<file path="src/rtl/clk_div_pkg.sv">
// Shared constants and helpers for the divided-clock scheduler.
// Rate codes select which counter bit drives a channel's divided clock.
package clk_div_pkg;

  typedef logic [1:0] rate_t;

  localparam rate_t RATE_DIV2  = 2'd0;
  localparam rate_t RATE_DIV4  = 2'd1;
  localparam rate_t RATE_DIV8  = 2'd2;
  localparam rate_t RATE_DIV16 = 2'd3;

  localparam int unsigned      CNT_W   = 4;
  localparam logic [CNT_W-1:0] CNT_MAX = 4'hF;

  localparam logic [1:0] ST_IDLE = 2'd0;
  localparam logic [1:0] ST_WAIT = 2'd1;
  localparam logic [1:0] ST_ACK  = 2'd2;

  // Counter bits that must all be set on the last cycle of a channel period.
  function automatic logic [CNT_W-1:0] stb_mask(input rate_t rate);
    logic [CNT_W-1:0] mask;
    unique case (rate)
      RATE_DIV2:  mask = 4'b0001;
      RATE_DIV4:  mask = 4'b0011;
      RATE_DIV8:  mask = 4'b0111;
      RATE_DIV16: mask = 4'b1111;
    endcase
    return mask;
  endfunction

endpackage

</file>
<file path="src/rtl/rr_arb.sv">
// Combinational round-robin arbiter: searches upward from ptr (wrapping) and
// grants the first asserted request as both a one-hot vector and an index.
module rr_arb #(
  parameter int unsigned N_CH  = 4,
  parameter int unsigned IDX_W = 2
) (
  input  logic [N_CH-1:0]  req,
  input  logic [IDX_W-1:0] ptr,
  output logic [N_CH-1:0]  gnt,
  output logic [IDX_W-1:0] idx,
  output logic             valid
);

  always_comb begin
    int j;
    gnt   = '0;
    idx   = '0;
    valid = 1'b0;
    j     = 0;
    for (int k = 0; k < int'(N_CH); k++) begin
      j = int'(ptr) + k;
      if (j >= int'(N_CH)) begin
        j = j - int'(N_CH);
      end
      if (!valid && req[j]) begin
        valid  = 1'b1;
        gnt[j] = 1'b1;
        idx    = IDX_W'(j);
      end
    end
  end

endmodule

</file>
<file path="src/rtl/clk_div_sched.sv">
// Central divided-clock scheduler: one shared divide counter feeding per-channel
// /2../16 clocks and strobes, with round-robin rate changes committed at counter wrap.
module clk_div_sched
  import clk_div_pkg::*;
#(
  parameter int unsigned N_CH       = 4,
  parameter logic [1:0]  RESET_RATE = RATE_DIV2
) (
  input  logic              iClkIN,
  input  logic              reset,
  input  logic              iEn,
  input  logic              iSync,
  input  logic [N_CH-1:0]   iReq,
  input  logic [2*N_CH-1:0] iRate,
  output logic [N_CH-1:0]   oAck,
  output logic              oBusy,
  output logic [2*N_CH-1:0] oRate,
  output logic [N_CH-1:0]   oDiv,
  output logic [N_CH-1:0]   oStb
);

  localparam int unsigned IDX_W = (N_CH > 1) ? $clog2(N_CH) : 1;

  logic [CNT_W-1:0] cnt_q, cnt_d;
  logic             wrap;

  logic [1:0]       state_q, state_d;
  logic [IDX_W-1:0] ptr_q, ptr_d;
  logic [IDX_W-1:0] gnt_idx_q, gnt_idx_d;
  logic [N_CH-1:0]  gnt_oh_q, gnt_oh_d;
  rate_t            code_q, code_d;

  rate_t [N_CH-1:0] rate_q, rate_d;
  logic [N_CH-1:0]  ack_q, ack_d;
  logic [N_CH-1:0]  div_q, div_d;
  logic [N_CH-1:0]  stb_q, stb_d;

  logic [N_CH-1:0]  arb_gnt;
  logic [IDX_W-1:0] arb_idx;
  logic             arb_valid;

  rr_arb #(
    .N_CH  (N_CH),
    .IDX_W (IDX_W)
  ) u_arb (
    .req   (iReq),
    .ptr   (ptr_q),
    .gnt   (arb_gnt),
    .idx   (arb_idx),
    .valid (arb_valid)
  );

  assign wrap = iEn & ~iSync & (cnt_q == CNT_MAX);

  always_comb begin
    cnt_d = cnt_q;
    if (iSync) begin
      cnt_d = '0;
    end else if (iEn) begin
      cnt_d = cnt_q + 1'b1;
    end
  end

  // Outputs sample the pre-edge counter with the pre-edge rate, so at a wrap
  // every channel ends high and the new rate starts on a clean low phase.
  always_comb begin
    div_d = '0;
    stb_d = '0;
    for (int i = 0; i < int'(N_CH); i++) begin
      div_d[i] = cnt_q[rate_q[i]];
      stb_d[i] = iEn & ~iSync & ((cnt_q & stb_mask(rate_q[i])) == stb_mask(rate_q[i]));
    end
  end

  always_comb begin
    state_d   = state_q;
    ptr_d     = ptr_q;
    gnt_idx_d = gnt_idx_q;
    gnt_oh_d  = gnt_oh_q;
    code_d    = code_q;
    rate_d    = rate_q;
    ack_d     = '0;
    unique case (state_q)
      ST_IDLE: begin
        if (arb_valid) begin
          state_d   = ST_WAIT;
          gnt_idx_d = arb_idx;
          gnt_oh_d  = arb_gnt;
          code_d    = iRate[2*arb_idx +: 2];
          ptr_d     = (arb_idx == IDX_W'(N_CH - 1)) ? '0 : arb_idx + 1'b1;
        end
      end
      ST_WAIT: begin
        if ((iReq & gnt_oh_q) == '0) begin
          state_d = ST_IDLE;
        end else if (wrap) begin
          rate_d[gnt_idx_q] = code_q;
          ack_d             = gnt_oh_q;
          state_d           = ST_ACK;
        end
      end
      ST_ACK: begin
        state_d = ST_IDLE;
      end
      default: begin
        state_d = ST_IDLE;
      end
    endcase
  end

  always_ff @(posedge iClkIN or posedge reset) begin
    if (reset) begin
      cnt_q     <= '0;
      state_q   <= ST_IDLE;
      ptr_q     <= '0;
      gnt_idx_q <= '0;
      gnt_oh_q  <= '0;
      code_q    <= RATE_DIV2;
      rate_q    <= {N_CH{RESET_RATE}};
      ack_q     <= '0;
      div_q     <= '0;
      stb_q     <= '0;
    end else begin
      cnt_q     <= cnt_d;
      state_q   <= state_d;
      ptr_q     <= ptr_d;
      gnt_idx_q <= gnt_idx_d;
      gnt_oh_q  <= gnt_oh_d;
      code_q    <= code_d;
      rate_q    <= rate_d;
      ack_q     <= ack_d;
      div_q     <= div_d;
      stb_q     <= stb_d;
    end
  end

  assign oAck  = ack_q;
  assign oBusy = (state_q != ST_IDLE);
  assign oRate = rate_q;
  assign oDiv  = div_q;
  assign oStb  = stb_q;

endmodule

</file>
<file path="config.mk">
export PLATFORM = sky130hd
export DESIGN_NAME = clk_div_sched
export DESIGN_NICKNAME = d
export VERILOG_FILES = /design/src/rtl/clk_div_pkg.sv /design/src/rtl/rr_arb.sv /design/src/rtl/clk_div_sched.sv
export SDC_FILE = /design/constraint.sdc
export NUM_CORES = 1
export LEC_CHECK = 0
export ABC_CLOCK_PERIOD_IN_PS = 4400
export CAP_MARGIN = 20
export CORE_MARGIN = 8
export CORE_UTILIZATION = 48
export CTS_CLUSTER_DIAMETER = 100
export DETAILED_ROUTE_END_ITERATION = 10
export GPL_ROUTABILITY_DRIVEN = 0
export PLACE_DENSITY = 0.71
export REMOVE_ABC_BUFFERS = 1
export SYNTH_ARGS = -nofsm -noshare
export SYNTH_HDL_FRONTEND = slang
export SYNTH_SLANG_ARGS = --single-unit
export TNS_END_PERCENT = 50
</file>
<file path="constraint.sdc">
create_clock -name iClkIN -period 4.4 [get_ports iClkIN]
set_input_delay 0.88 -clock iClkIN [delete_from_list [all_inputs] [get_ports iClkIN]]
set_output_delay 0.88 -clock iClkIN [all_outputs]
set_load 0.03 [all_outputs]
</file>
==> impl_metrics.toml, run 1 <==
[sta]
worst_clock_skew_ns = 0.004371
hold_violations = 0
tns_ns = 0
fin_hold_ws_ns = 0.5229
grt_setup_unrepaired = "false"
min_period_over_period_pct = 76.88
finalSetupViolations = 0
finalWorstSetupSlack_ns = 1.017
slew_violations = 0
tightest_slew_ns = 1.055
final.min_clock_period_ns = 3.383
fmax_mhz = 295.6
relSlewSlack_pct = 29.39

[floorplan]
row_count = 24
start_util_pct = 49.60
die_h_um = 83.08
die_x_um = 83.08
dieArea_um2 = 6901
pin_count = 37
core_area_um2 = 4354

[setup_path]
r2r-end = "ptr_q[0]"
critical_path.max_stage_delay_ns = 0.65
crit_end = "ptr_q[0]"
crit_start = "ptr_q[0]"
r2r_cells = 11
slowest_stage = "mux4_2"
crit_arrival_ns = 3.59
reg2reg_from = "ptr_q[0]"
r2r_setup_slack_ns = 1.02
cp_max_fo = 25
critical_path_class = "reg -> reg"
startpoint_type = "flip-flop"
crit_chain = "buf_4 -> inv_1 -> ha_1 -> mux4_2 -> o21ba_2 -> nor3_1 -> a21oi_2 -> inv_1 -> ha_1 -> or3_1 -> o22ai_1"
cp_data_required_time_ns = 4.60
crit_path_end_kind = "flip-flop"

[global_routing]
grt_overflow = 0
antenna_found_initial = 0
grt_pass1_vias = 1673
track_usage_pct = 14.04
grt_max_degree = 26
grt_pass1_wl_um = 8155

[route]
vias = 1704
routedWlPerCell_um = 15.04
first_pass_iters = 4
wirelength_um = 4482
viasPerCell = 5.718
ant_nets = 0
drcViolationCount = 0
drt_iter0_markers = 63

[run_status]
outcome = "finished clean"

[power_and_ir_drop]
switchingPower_uw = 580.1
combinationalPowerShare_pct = 49.8
clkPwrFrac_pct = 19.3
ir_drop_uv = 285.3
internal-power_uw = 883.6
p_seq_share_pct = 30.9
p_sw_share_pct = 39.63
power_uw = 1464
cellPowerDensity_nw_per_um2 = 553.1
p_leak_uw = 0.001140

[clock_tree]
post_cts_buffers = 0
clockBufferDepth = 2
tritoncts = "done"
path_clk_slew_ns = 0.07
clockRootBuffer = "clkbuf_8"
clock_latency_ns = 0.28
clock-sinks = 36
cts_buffers = 5
htreeDepth = 2
hold_buffers = 0
cts-resized-gates = 0

[place]
placed_area_um2 = 2535
dpl_worst_slack_ns = 0.9078
place_hpwl_um = 3444
io_buffer_count = 36

[finish]
n_antenna_cell = 0
nets = 271
multi_input_area_um2 = 1149
area_delta_synth_final_pct = 22.54
layout_common_cells = "36 x dfrtp_1, 36 x clkdlybuf4s50_1, 27 x nor2_1, 11 x a21oi_1, 11 x o21ai_0"
seq_area_um2 = 900.9
fillers = 394
final_area_um2 = 2646
drive_gt1_share_pct = 13.01

[hold_path]
min_path_type = "reg -> reg"

[synthesis]
synth-main-ff-cell = "dfrtp_1"
ys_seq_elements = 36
async_flop_share_pct = 100.0
avgSynthCellArea_um2 = 10.19
ys_warn_count = 0
ys_types = 46
syn_area_um2 = 2160
synth-edff-count = 0
seq_area_frac_synth_pct = 41.71
syn_inst = 212

[flow_run]
drv_cap = 0
sequential cells by signal (all words and copies together) (netlist names):
register / count
cnt_q: 4
state_q: 2
ptr_q: 2
oDiv: 4
oAck: 4
code_q: 2
oRate: 8
oStb: 4
gnt_oh_q: 4
gnt_idx_q: 2
Yosys cell counts, types with 2 or more instances:
library cell | number | area [um2]
nor3b_1 | 2 | 15.01
dfrtp_1 | 36 | 900.9
nand3b_1 | 4 | 30.03
mux2_2 | 8 | 90.09
nor3_1 | 7 | 35.03
nand2_1 | 5 | 18.77
and2_1 | 4 | 25.02
a21oi_1 | 11 | 55.05
mux2i_1 | 8 | 80.08
nand3_1 | 6 | 30.03
o21ai_0 | 11 | 55.05
a221oi_1 | 4 | 35.03
a31oi_1 | 3 | 18.77
or3_1 | 3 | 18.77
buf_6 | 2 | 22.52
xor2_1 | 2 | 17.52
nor2_1 | 27 | 101.4
nor4_1 | 2 | 12.51
inv_1 | 10 | 37.54
ha_1 | 10 | 125.1
a22oi_1 | 6 | 45.04
o21bai_1 | 2 | 15.01
buf_2 | 4 | 20.02
mux4_2 | 6 | 135.1
nand4_1 | 2 | 12.51
o211ai_1 | 3 | 22.52
clkbuf_1 | 5 | 18.77
power groups by stage:
stage	clock (uW)	sequential [uW]	combinational, uW
floorplan	0	476	526
global placement	0	459	722
detailed placement	0	460	733
CTS	292	454	738
global route	306	464	814
finish	283	453	729
how the worst min path moves through the flow:
stage,depth (start not counted),end,slack [ns],from
floorplan,1,oAck[3],0.48,gnt_oh_q[3]
global placement,1,oAck[0],0.50,gnt_oh_q[0]
detailed placement,1,oAck[0],0.51,gnt_oh_q[0]
CTS,1,oAck[0],0.52,gnt_oh_q[0]
global route,1,oAck[3],0.55,gnt_oh_q[3]
finish,1,oAck[3],0.52,gnt_oh_q[3]
through the flow:
step	std cells	util, %
floorplan	199	-
global placement	290	58.22
detailed placement	290	58.22
CTS	298	60.78
global route	298	60.78
finish	298	60.78
final cells by class:
cell class                      instances  area share, %
Inverter                               10          1.418
Clock buffer                            5          2.600
Sequential cell                        36          34.04
Clock inverter                          3          1.608
Tap cell                               52          2.459
Multi-Input combinational cell        153          43.40
Timing Repair Buffer                   39          14.47
routing by layer:
layer  track usage (%)  vias up  wire (um)
li1                  -      839          -
met1             17.85      813       1996
met2             21.64       48       2145
met3             4.492        4        277
met4             5.272        0         62
met5                 0        -          0
critical path: cells and delay by family, from the launching register on:
kind	cells	cell delay, ns
buffers and inverters	3	0.60
muxes	1	0.65
and+or+nand+nor	2	0.44
DFF	1	0.32
AOI/OAI and AO/OA	3	0.60
adders and majority gates	2	0.68
logic make-up after synthesis:
family,count (synthesis),synth area share (%)
flip-flops,36,41.71
adder cells (fa/ha/maj),10,5.794
XOR/XNOR,3,1.217
multiplexers,22,14.14
buffers and inverters,23,5.099
AO/OA/AOI/OAI,49,15.18
AND/OR/NAND/NOR,69,16.86
Power figures use the tool's default switching activity.
==> run 2, diff against run 1 <==
--- a/config.mk
+++ b/config.mk
@@ -5,7 +5,7 @@
 export SDC_FILE = /design/constraint.sdc
 export NUM_CORES = 1
 export LEC_CHECK = 0
-export ABC_CLOCK_PERIOD_IN_PS = 4400
+export ABC_CLOCK_PERIOD_IN_PS = 3400
 export CAP_MARGIN = 20
 export CORE_MARGIN = 8
 export CORE_UTILIZATION = 48
==> constraint.sdc (replaced) <==
create_clock -name iClkIN -period 3.4 [get_ports iClkIN]
set_input_delay 0.68 -clock iClkIN [delete_from_list [all_inputs] [get_ports iClkIN]]
set_output_delay 0.68 -clock iClkIN [all_outputs]
set_load 0.03 [all_outputs]
==> run 2 against run 1 <==
- cell count is 3.4% higher
- core utilization is 1.7 points higher
- sequential power is 27% higher
- clock power is 29% higher
- global-route usage is 0.17 points higher
- non-clock buffer count is 10 higher
- critical path type is now in -> reg
==> impl_metrics.toml, run 2 (same netlist as run 1, synthesis figures left out) <==
[flow_run]
drv_cap = 0

[sta]
tns_ns = 0
fmax_mhz = 332.0
hold_violations = 0
min_period_over_period_pct = 88.58
worst_clock_skew_ns = 0.005262
finalSetupViolations = 0
final.min_clock_period_ns = 3.012
grt_setup_unrepaired = "false"
tightest_slew_ns = 0.4810
relSlewSlack_pct = 67.81
slew_violations = 0

[run_status]
outcome = "finished clean"

[clock_tree]
hold_buffers = 0
clockRootBuffer = "clkbuf_8"
tritoncts = "done"
htreeDepth = 2
cts-resized-gates = 0
clock_latency_ns = 0.28
path_clk_slew_ns = 0.07
cts_buffers = 5
clock-sinks = 36
post_cts_buffers = 0
clockBufferDepth = 2

[hold_path]
worstHoldStart = "gnt_oh_q[0]"
hold-path-endpoint = "oAck[0]"
min_path_type = "reg -> reg"
whs_path_depth = 1

[setup_path]
startpoint_type = "input pin"
cp_data_required_time_ns = 3.60
crit_start = "iReq[1]"
cp_max_fo = 11
reg2reg_from = "ptr_q[0]"
critical_path_class = "in -> reg"
crit_path_end_kind = "flip-flop"
crit_arrival_ns = 3.21
r2r_cells = 10
r2r-end = "ptr_q[0]"
r2r_setup_slack_ns = 0.52

[floorplan]
row_count = 24
die_x_um = 83.08
dieArea_um2 = 6901
pin_count = 37
core_area_um2 = 4354
die_h_um = 83.08
start_util_pct = 49.60

[finish]
final_cells = 308
seq_area_um2 = 900.9
area_delta_synth_final_pct = 26.01
largest_register_ffs = 8
drive_gt1_share_pct = 16.41
nets = 281
multi_input_area_um2 = 1149
layout_common_cells = "36 x dfrtp_1, 36 x clkdlybuf4s50_1, 27 x nor2_1, 13 x buf_4"
n_antenna_cell = 0
fillers = 380

[power_and_ir_drop]
p_leak_uw = 0.001188
ir_drop_uv = 461.1
cellPowerDensity_nw_per_um2 = 737.9

[global_routing]
antenna_found_initial = 0
grt_max_degree = 37
grt_pass1_vias = 1759
track_usage_pct = 14.21
grt_pass1_wl_um = 8349
grt_overflow = 0

[route]
routedWlPerCell_um = 15.08
drcViolationCount = 0
vias = 1722
drt_iter0_markers = 123
first_pass_iters = 4
ant_nets = 0
viasPerCell = 5.591
wirelength_um = 4646

[place]
io_buffer_count = 36
place_hpwl_um = 3541
dp_cells = 300
run 2: critical path, cell delays in order:
cell and delay (ns):
clkdlybuf4s50_1 0.57, mux4_2 0.57, nor2b_4 0.15, or2_4 0.23, a21oi_2 0.20, inv_1 0.08, ha_1 0.19, or3_1 0.38
o22ai_1 0.15
run 2: routing by layer:
metal | GRT usage (%) | vias up | wire length [um]
li1 | - | 855 | -
met1 | 17.74 | 816 | 2124
met2 | 23.06 | 47 | 2198
met3 | 4.395 | 4 | 271
met4 | 3.834 | 0 | 52
met5 | 0 | - | 0
run 2: layout make-up:
type                            instances  share of cell area [%]
Multi-Input combinational cell        153                   42.21
Sequential cell                        36                   33.10
Timing Repair Buffer                   49                   16.83
Clock buffer                            5                   2.529
Tap cell                               52                   2.391
Clock inverter                          3                   1.563
Inverter                               10                   1.379
run 2: where the power goes:
part	switching (uW)	leakage, uW	total (uW)	internal, uW
sequential	65.6	0.000466	574	508
combinational	575	0.000668	1070	495
clock	147	0.0000541	364	217
run 2: per-stage QoR:
stage	hold slack (ns)	utilization (%)	setup slack [ns]	cell area, um2	total power (uW)
after floorplan	0.4773	-	-0.08456	2087	1297
after global placement	0.5049	59.94	0.2452	2610	1627
after detailed placement	0.5059	59.94	0.1393	2610	1647
after CTS	0.5221	62.50	0.4004	2721	2022
after global routing	0.5493	62.50	0.2721	2721	2174
final	0.5220	62.50	0.3884	2721	2008
run 2: worst max path at each step:
stage,end,slack [ns],cells past startpoint
6_report,ptr_q[0],0.39,9
5_1_grt,ptr_q[0],0.27,9
4_1_cts,ptr_q[0],0.40,9
3_5_place_dp,ptr_q[0],0.14,9
3_3_place_gp,ptr_q[0],0.25,9
2_1_floorplan,ptr_q[0],-0.08,10
==> patch, RTL diff (config.mk and constraints of run 2) <==
Make the reset (`reset`) synchronous in one clocked block.
--- a/src/rtl/clk_div_sched.sv
+++ b/src/rtl/clk_div_sched.sv
@@ -110,3 +110,3 @@
 
-  always_ff @(posedge iClkIN or posedge reset) begin
+  always_ff @(posedge iClkIN) begin
     if (reset) begin
Formal check against the unedited RTL: differs if reset is asserted again (counterexample within 4 cycles, from zero or initial values and one cycle with reset high); with reset held inactive, the same outputs for 10 cycles.
==> patch against run 2 <==
  * Routed wire length decreased by 3.0%
  * Sequential cell count unchanged
  * Core utilization decreased by 1.9 points
  * Worst setup slack improved by 0.14 ns
  * Synthesized cell count increased by 6.1%
  * Cell area decreased by 5.7%
  * Count of clock-buffer cells in the layout increased by 2
  * Critical path type unchanged
  * Synthesized area decreased by 4.5%
  * Die area decreased by 3.7%
  * Sequential share of layout area decreased by 5.0 points
  * Total power decreased by 32%
  * Combinational power decreased by 48%
==> patch: results (changes against run 2) <==
routed_wl_mm: 4.505  # -3.0%
crit_start: "iReq[0]"
r2r_start: "ptr_q[0]"
slowest_delay_ns: 0.69  # +0.12 ns
ys_seq_area_frac: 0.3495  # -0.06763
use_met2: 0.2220  # -0.008595
synth.distinct_cells: 48  # +4.3%
grt_use_total: 0.1441  # +0.002031
yosys-top-cells-area: "dfxtp_1 35%, mux4_2 6.6%, ha_1 6.1%"
antenna_cells: 0  # unchanged
grt_pass1_vias: 1641  # -6.7%
reg2reg_slack_ns: 0.59  # +0.07 ns
dominantRegCellSynth: "dfxtp_1"
cp_top_family: "buffers and inverters"
dp_cells: 305  # +1.7%
worstPathArrival_ns: 3.10  # -0.11 ns
status: "finished clean"
use_met3: 0.03173  # -0.01222
io_buffer_count: 36  # unchanged
fillerInstances: 382  # +0.53%
grt_util_met1: 0.1894  # +0.01200
vdd_drop_max_v: 0.0002627  # -43%
max_slew_margin: 0.5398  # -0.1384
leakagePower_nw: 0.9742  # -18%
async_flop_share: 0  # -1.000
dp_hpwl_mm: 3.251  # -8.2%
drtIter0Drc: 102  # -17%
worst_slack_ns: 0.5257  # +0.1373 ns
vias_per_cell: 5.674  # +1.5%
fin_nets: 286  # +1.8%
drive_gt1_frac: 0.1111  # -0.05295
vias: 1776  # +3.1%
fin_skew_ns: 0.004004  # -0.001258 ns
grt_max_degree: 19  # -49%
pre_cts_ws_ns: 0.2237  # +0.08440 ns
reg2reg_to: "ptr_q[0]"
netlist_instances: 225  # +6.1%
synthTopCellsByCount: "36 x dfxtp_1, 29 x nor2_1, 14 x nand2_1, 11 x mux2i_1"
-- patch: layer usage --
metal | vias up | routed length (um)
li1 | 890 | -
met1 | 823 | 2082
met2 | 55 | 2032
met3 | 8 | 288
met4 | 0 | 102
met5 | - | 0
-- patch: worst min path at each step --
stage,slack (ns),cells past startpoint,from,endpoint
CTS,0.50,1,gnt_oh_q[3],oAck[3]
global route,0.52,1,gnt_oh_q[2],oAck[2]
detailed placement,0.48,1,gnt_oh_q[3],oAck[3]
floorplan,0.45,1,gnt_oh_q[0],oAck[0]
global placement,0.48,1,gnt_oh_q[3],oAck[3]
finish,0.50,1,gnt_oh_q[3],oAck[3]
-- patch: final cells by class --
cell class                      instances  share of cell area
Clock buffer                            7             0.03364
Clock inverter                          1            0.002925
Inverter                                8             0.01170
Multi-Input combinational cell        167              0.4876
Sequential cell                        36              0.2808
Tap cell                               52             0.02535
Timing Repair Buffer                   42              0.1580
-- patch: stage by stage --
| stage | instance area, um2 | util |
|---|---|---|
| 6_report | 2566 | 0.6061 |
| 4_1_cts | 2566 | 0.6061 |
| 3_3_place_gp | 2472 | 0.5839 |
| 2_1_floorplan | 2002 | - |
| 3_5_place_dp | 2472 | 0.5839 |
| 5_1_grt | 2566 | 0.6061 |
-- patch: power by group --
group	switching [mW]	internal (mW)	leakage (nW)
logic	0.307	0.249	0.637
registers	0.0403	0.464	0.293
clock network	0.149	0.165	0.0445
-- patch: kinds of logic after synthesis --
family / count (synthesis) / synth area share
muxes: 20 / 0.1353
DFF: 36 / 0.3495
AOI/OAI and AO/OA: 50 / 0.1881
adders and majority gates: 10 / 0.06068
and+or+nand+nor: 84 / 0.2100
buffers and inverters: 22 / 0.04369
xor gates and xnor gates: 3 / 0.01275
